===== src/rtl/csrfile_mtrap.sv =====
// Machine-mode CSR file with exception/interrupt trap entry, MRET return and a
// registered PC redirect back to fetch.
module csrfile_mtrap #(
    parameter int          XLEN        = 64,
    parameter int unsigned HARTID      = 0,
    parameter bit          VECTORED_EN = 1'b1
) (
    input  logic            clk,
    input  logic            reset,
    input  logic [11:0]     raddr,
    output logic [XLEN-1:0] rdata,
    output logic            rillegal,
    input  logic            wen,
    input  logic [11:0]     waddr,
    input  logic [XLEN-1:0] wdata,
    input  logic            retire,
    input  logic            exc_valid,
    input  logic [4:0]      exc_code,
    input  logic [XLEN-1:0] exc_pc,
    input  logic [XLEN-1:0] exc_tval,
    input  logic            mret,
    input  logic            int_ok,
    input  logic            irq_msip,
    input  logic            irq_mtip,
    input  logic            irq_meip,
    output logic            int_take,
    output logic            redirect_valid,
    output logic [XLEN-1:0] redirect_pc,
    output logic [1:0]      priv
);

    localparam logic [11:0] ADDR_MSTATUS  = 12'h300;
    localparam logic [11:0] ADDR_MIE      = 12'h304;
    localparam logic [11:0] ADDR_MTVEC    = 12'h305;
    localparam logic [11:0] ADDR_MSCRATCH = 12'h340;
    localparam logic [11:0] ADDR_MEPC     = 12'h341;
    localparam logic [11:0] ADDR_MCAUSE   = 12'h342;
    localparam logic [11:0] ADDR_MTVAL    = 12'h343;
    localparam logic [11:0] ADDR_MIP      = 12'h344;
    localparam logic [11:0] ADDR_MCYCLE   = 12'hB00;
    localparam logic [11:0] ADDR_MINSTRET = 12'hB02;
    localparam logic [11:0] ADDR_MHARTID  = 12'hF14;

    localparam logic [1:0]      PRIV_M = 2'b11;
    localparam logic [1:0]      PRIV_U = 2'b00;
    localparam logic [XLEN-1:0] ONE    = {{(XLEN-1){1'b0}}, 1'b1};

    logic            st_mie;
    logic            st_mpie;
    logic [1:0]      st_mpp;
    logic [XLEN-1:0] mtvec_q;
    logic [XLEN-1:0] mie_q;
    logic [XLEN-1:0] mscratch_q;
    logic [XLEN-1:0] mepc_q;
    logic [XLEN-1:0] mcause_q;
    logic [XLEN-1:0] mtval_q;
    logic [XLEN-1:0] mcycle_q;
    logic [XLEN-1:0] minstret_q;
    logic            irq_msip_q;
    logic            irq_mtip_q;
    logic            irq_meip_q;

    logic [XLEN-1:0] mstatus_val;
    logic [XLEN-1:0] mip_val;
    logic [2:0]      pending;
    logic [3:0]      int_code;
    logic            int_enabled;
    logic            trap;
    logic            do_mret;
    logic            do_write;
    logic            hit;
    logic [XLEN-1:0] mtvec_base;
    logic [XLEN-1:0] vec_offset;
    logic [XLEN-1:0] trap_cause;
    logic [XLEN-1:0] trap_target;
    logic [XLEN-1:0] mtvec_wval;

    always_comb begin
        mstatus_val         = '0;
        mstatus_val[3]      = st_mie;
        mstatus_val[7]      = st_mpie;
        mstatus_val[12:11]  = st_mpp;
        mip_val             = '0;
        mip_val[3]          = irq_msip_q;
        mip_val[7]          = irq_mtip_q;
        mip_val[11]         = irq_meip_q;
    end

    always_comb begin
        rdata = '0;
        hit   = 1'b1;
        case (raddr)
            ADDR_MSTATUS:  rdata = mstatus_val;
            ADDR_MIE:      rdata = mie_q;
            ADDR_MTVEC:    rdata = mtvec_q;
            ADDR_MSCRATCH: rdata = mscratch_q;
            ADDR_MEPC:     rdata = mepc_q;
            ADDR_MCAUSE:   rdata = mcause_q;
            ADDR_MTVAL:    rdata = mtval_q;
            ADDR_MIP:      rdata = mip_val;
            ADDR_MCYCLE:   rdata = mcycle_q;
            ADDR_MINSTRET: rdata = minstret_q;
            ADDR_MHARTID:  rdata = XLEN'(HARTID);
            default:       hit   = 1'b0;
        endcase
        rillegal = !hit || (priv != PRIV_M);
    end

    // Event arbitration: exception beats interrupt beats MRET beats CSR write.
    always_comb begin
        pending     = {irq_meip_q & mie_q[11], irq_mtip_q & mie_q[7], irq_msip_q & mie_q[3]};
        int_enabled = (priv != PRIV_M) || st_mie;
        int_take    = int_ok && int_enabled && (pending != 3'b000) && !exc_valid;
        if (pending[2]) begin
            int_code = 4'd11;
        end else if (pending[0]) begin
            int_code = 4'd3;
        end else begin
            int_code = 4'd7;
        end
        trap     = exc_valid || int_take;
        do_mret  = mret && !trap;
        do_write = wen && !trap && !mret && (priv == PRIV_M);

        mtvec_base = {mtvec_q[XLEN-1:2], 2'b00};
        vec_offset = {{(XLEN-6){1'b0}}, int_code, 2'b00};
        if (exc_valid) begin
            trap_cause  = {{(XLEN-5){1'b0}}, exc_code};
            trap_target = mtvec_base;
        end else begin
            trap_cause  = {1'b1, {(XLEN-5){1'b0}}, int_code};
            trap_target = (VECTORED_EN && mtvec_q[0]) ? mtvec_base + vec_offset : mtvec_base;
        end

        mtvec_wval    = wdata;
        mtvec_wval[1] = 1'b0;
        if (!VECTORED_EN) begin
            mtvec_wval[0] = 1'b0;
        end
    end

    always_ff @(posedge clk or negedge reset) begin
        if (!reset) begin
            priv    <= PRIV_M;
            st_mie  <= 1'b0;
            st_mpie <= 1'b0;
            st_mpp  <= PRIV_U;
        end else if (trap) begin
            st_mpie <= st_mie;
            st_mie  <= 1'b0;
            st_mpp  <= priv;
            priv    <= PRIV_M;
        end else if (do_mret) begin
            st_mie  <= st_mpie;
            st_mpie <= 1'b1;
            priv    <= st_mpp;
            st_mpp  <= PRIV_U;
        end else if (do_write && (waddr == ADDR_MSTATUS)) begin
            st_mie  <= wdata[3];
            st_mpie <= wdata[7];
            st_mpp  <= wdata[12:11];
        end
    end

    always_ff @(posedge clk or negedge reset) begin
        if (!reset) begin
            mtvec_q    <= '0;
            mie_q      <= '0;
            mscratch_q <= '0;
            mepc_q     <= '0;
            mcause_q   <= '0;
            mtval_q    <= '0;
        end else if (trap) begin
            mepc_q   <= exc_pc;
            mcause_q <= trap_cause;
            mtval_q  <= exc_valid ? exc_tval : '0;
        end else if (do_write) begin
            case (waddr)
                ADDR_MTVEC:    mtvec_q    <= mtvec_wval;
                ADDR_MIE:      mie_q      <= wdata;
                ADDR_MSCRATCH: mscratch_q <= wdata;
                ADDR_MEPC:     mepc_q     <= {wdata[XLEN-1:2], 2'b00};
                ADDR_MCAUSE:   mcause_q   <= wdata;
                ADDR_MTVAL:    mtval_q    <= wdata;
                default:       ;
            endcase
        end
    end

    // A software write to a counter takes the place of that cycle's increment.
    always_ff @(posedge clk or negedge reset) begin
        if (!reset) begin
            mcycle_q   <= '0;
            minstret_q <= '0;
        end else begin
            if (do_write && (waddr == ADDR_MCYCLE)) begin
                mcycle_q <= wdata;
            end else begin
                mcycle_q <= mcycle_q + ONE;
            end
            if (do_write && (waddr == ADDR_MINSTRET)) begin
                minstret_q <= wdata;
            end else if (retire) begin
                minstret_q <= minstret_q + ONE;
            end
        end
    end

    always_ff @(posedge clk or negedge reset) begin
        if (!reset) begin
            irq_msip_q <= 1'b0;
            irq_mtip_q <= 1'b0;
            irq_meip_q <= 1'b0;
        end else begin
            irq_msip_q <= irq_msip;
            irq_mtip_q <= irq_mtip;
            irq_meip_q <= irq_meip;
        end
    end

    always_ff @(posedge clk or negedge reset) begin
        if (!reset) begin
            redirect_valid <= 1'b0;
            redirect_pc    <= '0;
        end else begin
            redirect_valid <= trap || do_mret;
            if (trap) begin
                redirect_pc <= trap_target;
            end else if (do_mret) begin
                redirect_pc <= mepc_q;
            end
        end
    end

endmodule


===== config.mk =====
export PLATFORM = sky130hd
export DESIGN_NAME = csrfile_mtrap
export DESIGN_NICKNAME = d
export VERILOG_FILES = /design/src/rtl/csrfile_mtrap.sv
export SDC_FILE = /design/constraint.sdc
export NUM_CORES = 1
export LEC_CHECK = 0
export CAP_MARGIN = 40
export CELL_PAD_IN_SITES_DETAIL_PLACEMENT = 1
export CELL_PAD_IN_SITES_GLOBAL_PLACEMENT = 2
export CORE_UTILIZATION = 35
export DETAILED_ROUTE_END_ITERATION = 10
export GPL_TIMING_DRIVEN = 0
export PLACE_DENSITY = 0.76
export SYNTH_ARGS = -nofsm -noshare
export SYNTH_HDL_FRONTEND = slang
export SYNTH_SLANG_ARGS = --single-unit
export TNS_END_PERCENT = 100

===== constraint.sdc =====
create_clock -name clk -period 4.8 [get_ports clk]
set_input_delay 0.96 -clock clk [delete_from_list [all_inputs] [get_ports clk]]
set_output_delay 0.96 -clock clk [all_outputs]
set_load 0.01 [all_outputs]

==> flow_metrics.env <==
export IMPL_period_share_pct=101
export IMPL_critPathLaunchType="input pin"
export IMPL_outcome="complete, but fails checks"
export IMPL_fin_nets=4059
export IMPL_pwr_density_cell_nw_per_um2=325
export IMPL_r2r_start="mie_q[11]$_DFFE_PN0P_"
export IMPL_total_die_area_um2=88400
export IMPL_fin_setup_tns_ns=-0.0422
export IMPL_placement_io_buffers=355
export IMPL_synth_top_family_by_area="simple AND/OR/NAND/NOR gates"
export IMPL_synth_seq_area_share_pct=47.9
export IMPL_drt_wl_total_um=174000
export IMPL_finalSetupViolations=4
export IMPL_synth_top_cell_area_share_pct=47.8
export IMPL_grt_pass1_vias=31642
export IMPL_cts_path_max_buffers=3
export IMPL_remaining_global_route_overflow=0
export IMPL_postCtsHoldBufs=0
export IMPL_ir_worst_vdd_mv=0.271
export IMPL_place_inst=4874
export IMPL_critPathMaxStageDelay_ns=0.60
export IMPL_static_leakage_power_nw=16.9
export IMPL_synth_mux_area_fraction_pct=8.08
export IMPL_final_max_slew_violation_count=0
export IMPL_cts_clk_slew_worst_paths_ns=0.06
export IMPL_grt_first_pass_wirelength_um=243000
export IMPL_avg_synthesized_cell_area_um2=9.30
export IMPL_synth_simple_gate_area_share_pct=19.1
export IMPL_max_cap_viol_count=0
export IMPL_tritoncts="yes"
export IMPL_clock_tree_root_cell="sky130_fd_sc_hd__clkbuf_16"
export IMPL_n_fill_cell=9704
export IMPL_violations_in_the_final_reports="negative setup slack"
export IMPL_drc=0
export IMPL_layout_drive_gt1_share_pct=13.4
export IMPL_multi_input_area_um2=15000
export IMPL_crit_path_top_delay_cell="sky130_fd_sc_hd__or4_4"
export IMPL_numClockSinks=585
export IMPL_hpwl_um=132000
export IMPL_synth_cell_types=66
export IMPL_dr_pass1_iters=10
export IMPL_dieHeight_um=297
export IMPL_timing_critical_path_cells="clkdlybuf4s50_1 -> or4_4 -> or2_4 -> nor3_4 -> buf_6 -> buf_12 -> clkbuf_8 -> buf_8 -> a222oi_1 -> nand3_1 -> clkdlybuf4s15_1"
export IMPL_seqCellArea_um2=14600
export IMPL_worst_slack_ns=-0.0260
export IMPL_r2r_worst_path_cells=9
export IMPL_worstPathMaxFanout=8
export IMPL_post_synthesis_compound_gate_area_fraction_pct=16.1
export IMPL_dieWidth_um=297
export IMPL_fin_skew_ns=0.0259
export IMPL_source_to_sink_clock_delay_at_the_later_pin_of_the_worst_skew_pair_ns=0.64
export IMPL_cp_data_arrival_time_ns=3.87
export IMPL_critical_path_reg2reg_endpoint="mcycle_q[48]$_DFF_PN0_"
export IMPL_synth_top_cells_by_area="sky130_fd_sc_hd__dfrtp_1 (48%), sky130_fd_sc_hd__mux2_2 (7.3%), sky130_fd_sc_hd__nand2_1 (5.7%)"
export IMPL_synth_fa_ha_area_share_pct=0.205
export IMPL_initial_utilization_pct=35.6
export IMPL_detail_route_antenna_nets=0
export IMPL_wl_per_cell_um=34.6
export IMPL_detail_route_iter0_violations=3515
export IMPL_dominantRegCellSynth="sky130_fd_sc_hd__dfrtp_1"
export IMPL_total_power_mw=13.0
export IMPL_async_s_r_ff_share_synth_pct=100
export IMPL_cell_area_after_technology_mapping_um2=30500
export IMPL_crit_path_end_kind="primary output"
export IMPL_initial_antenna_violation_count=7
export IMPL_cts_buffers_inserted=73
export IMPL_ys_ff_latch=585
export IMPL_floorplan_io_pins=364
export IMPL_netlist_top_cell_by_area="sky130_fd_sc_hd__dfrtp_1"
export IMPL_finalCriticalPeriod_ns=4.83
export IMPL_vias=31089
export IMPL_design_core_area_um2=85800
export IMPL_area_growth_pct=31.0
export IMPL_setup_worst_path_class="input pin to primary output"
export IMPL_routed_via_density=6.19
export IMPL_yosysWarningCount=0
export IMPL_critical_path_required_ns=3.84
export IMPL_timing_slew_headroom_pct=33.5
export IMPL_clock_tree_htree_level_count=3
export IMPL_grt_start_max_net_pins=110
export IMPL_gr_usage_all_layers_pct=38.6
export IMPL_tightest_slew_ns=0.989
export IMPL_timing_final_hold_violations=0
export IMPL_gp_congestion=0.966
export IMPL_yosys_area_share_xor_xnor_pct=5.19
export IMPL_edff_count_synth=0
export IMPL_syn_nets=3520
export IMPL_timing_hold_worst_class="input pin to async pin"
export IMPL_finalNonFillerCells=5026
export IMPL_fin_hold_ws_ns=0.335
export IMPL_num_rows=107
export IMPL_synthesis_instances=3284
export IMPL_r2r_slack_ns=0.36
export IMPL_timing_fmax_mhz=207
export IMPL_rsz0062_at_grt="yes"
==> per-stage QoR <==
stage	setup slack, ns	utilization (%)	area [um2]
2_1_floorplan	0.732	-	30500
3_3_place_gp	-24.80	41.4	35500
3_5_place_dp	-1.69	42.9	36800
4_1_cts	-0.174	46.5	39900
5_1_grt	-0.00742	46.6	40000
6_report	-0.0260	46.6	40000
==> routing by layer <==
metal  GRT usage (%)  share of wire (%)
met5               0             0.0058
met4            20.4                6.1
met3            8.37                8.8
met2            58.1                 44
met1            51.9                 42
==> critical path, delay by kind of cell <==
kind	cells	cell delay, ns
buffers and inverters	6	1.52
AND/OR/NAND/NOR	4	1.23
AO/OA/AOI/OAI	1	0.12
==> power breakdown <==
group	switching, mW	internal, mW
registers	0.327	5.24
logic	0.894	0.624
clock network	2.40	3.52
total	3.62	9.38
==> registers in the layout (all words and copies together), names as in the netlist, 2 cells and up <==
signal       count
mepc_q          64
mtvec_q         63
mscratch_q      64
redirect_pc     64
mtval_q         64
mie_q           64
minstret_q      64
priv             2
mcause_q        64
mcycle_q        64
st_mpp           2
==> cell usage after synthesis (all sizes together), types with 3 or more instances <==
master  number
o211ai       4
nand4b       3
nor3        51
ha           5
and3        91
a221oi      12
or2          7
nor2b       50
a22oi      119
and4        26
nor2       254
a22o        26
or4         11
nand2b       3
o21ai      126
nand2      462
xor2        55
dfrtp      583
nor4b        5
or3          7
nor3b        4
xnor2      126
a31oi       63
nand3b       4
a211oi      51
buf         18
mux2i       25
mux2       197
and2        16
clkbuf     229
nor4        51
a21oi      320
inv         28
a222oi      46
nand3      121
nand4       59
==> how the worst max path moves through the flow <==
stage | to | slack, ns | from | cells after the start
3_3_place_gp | mtvec_q[53]$_DFFE_PN0P_ | -24.80 | reset | 1
3_5_place_dp | rdata[55] | -1.69 | raddr[5] | 12
6_report | rdata[61] | -0.03 | raddr[7] | 11
5_1_grt | rdata[23] | -0.007 | raddr[7] | 12
2_1_floorplan | rdata[25] | 0.73 | raddr[5] | 9
4_1_cts | rdata[2] | -0.17 | raddr[7] | 11
==> cells by family after synthesis <==
logic type,Yosys count
fa+ha+maj,5
compound gates,788
mux,222
simple gates,1228
flops,585
buf+inv,275
xor+xnor,181
==> layout make-up <==
cell class,count,area share [%]
antenna,6,0.0375
buffer,244,3.29
clock buffer,104,5.41
clock inverter,24,0.873
inverter,28,0.263
multi-input combinational,2424,37.5
sequential,585,36.6
tap,1144,3.58
timing repair buffer,467,12.5
==> cell usage in the layout, fill, tap and decap left out, types with 15 or more instances in the layout <==
cell type / n
sky130_fd_sc_hd__a31oi_1: 63
sky130_fd_sc_hd__o21ai_0: 126
sky130_fd_sc_hd__xor2_1: 55
sky130_fd_sc_hd__nor2b_1: 50
sky130_fd_sc_hd__clkdlybuf4s50_1: 287
sky130_fd_sc_hd__mux2i_1: 25
sky130_fd_sc_hd__dfrtp_1: 583
sky130_fd_sc_hd__nand3_1: 118
sky130_fd_sc_hd__buf_8: 46
sky130_fd_sc_hd__mux2_2: 197
sky130_fd_sc_hd__clkbuf_1: 184
sky130_fd_sc_hd__a222oi_1: 46
sky130_fd_sc_hd__a22oi_1: 119
sky130_fd_sc_hd__buf_6: 26
sky130_fd_sc_hd__nor4_1: 47
sky130_fd_sc_hd__nand2_1: 462
sky130_fd_sc_hd__a211oi_1: 51
sky130_fd_sc_hd__clkbuf_2: 20
sky130_fd_sc_hd__buf_4: 21
sky130_fd_sc_hd__clkbuf_8: 33
sky130_fd_sc_hd__nand4_1: 57
sky130_fd_sc_hd__and3_1: 91
sky130_fd_sc_hd__xnor2_1: 126
sky130_fd_sc_hd__nor3_1: 49
sky130_fd_sc_hd__and2_1: 15
sky130_fd_sc_hd__dlygate4sd2_1: 56
sky130_fd_sc_hd__a21oi_1: 320
sky130_fd_sc_hd__clkbuf_16: 82
sky130_fd_sc_hd__a22o_1: 26
sky130_fd_sc_hd__inv_1: 28
sky130_fd_sc_hd__nor2_1: 249
sky130_fd_sc_hd__and4_1: 25
==> repair_timing <==
item / CTS / global route
pin swaps: 15 / 4
gates resized for setup: 189 / 21
endpoints found under the setup margin: 65 / 14
cloned: 1 / 0
buffers inserted: 16 / 4
Note: power is estimated with default switching activity, not from simulation.
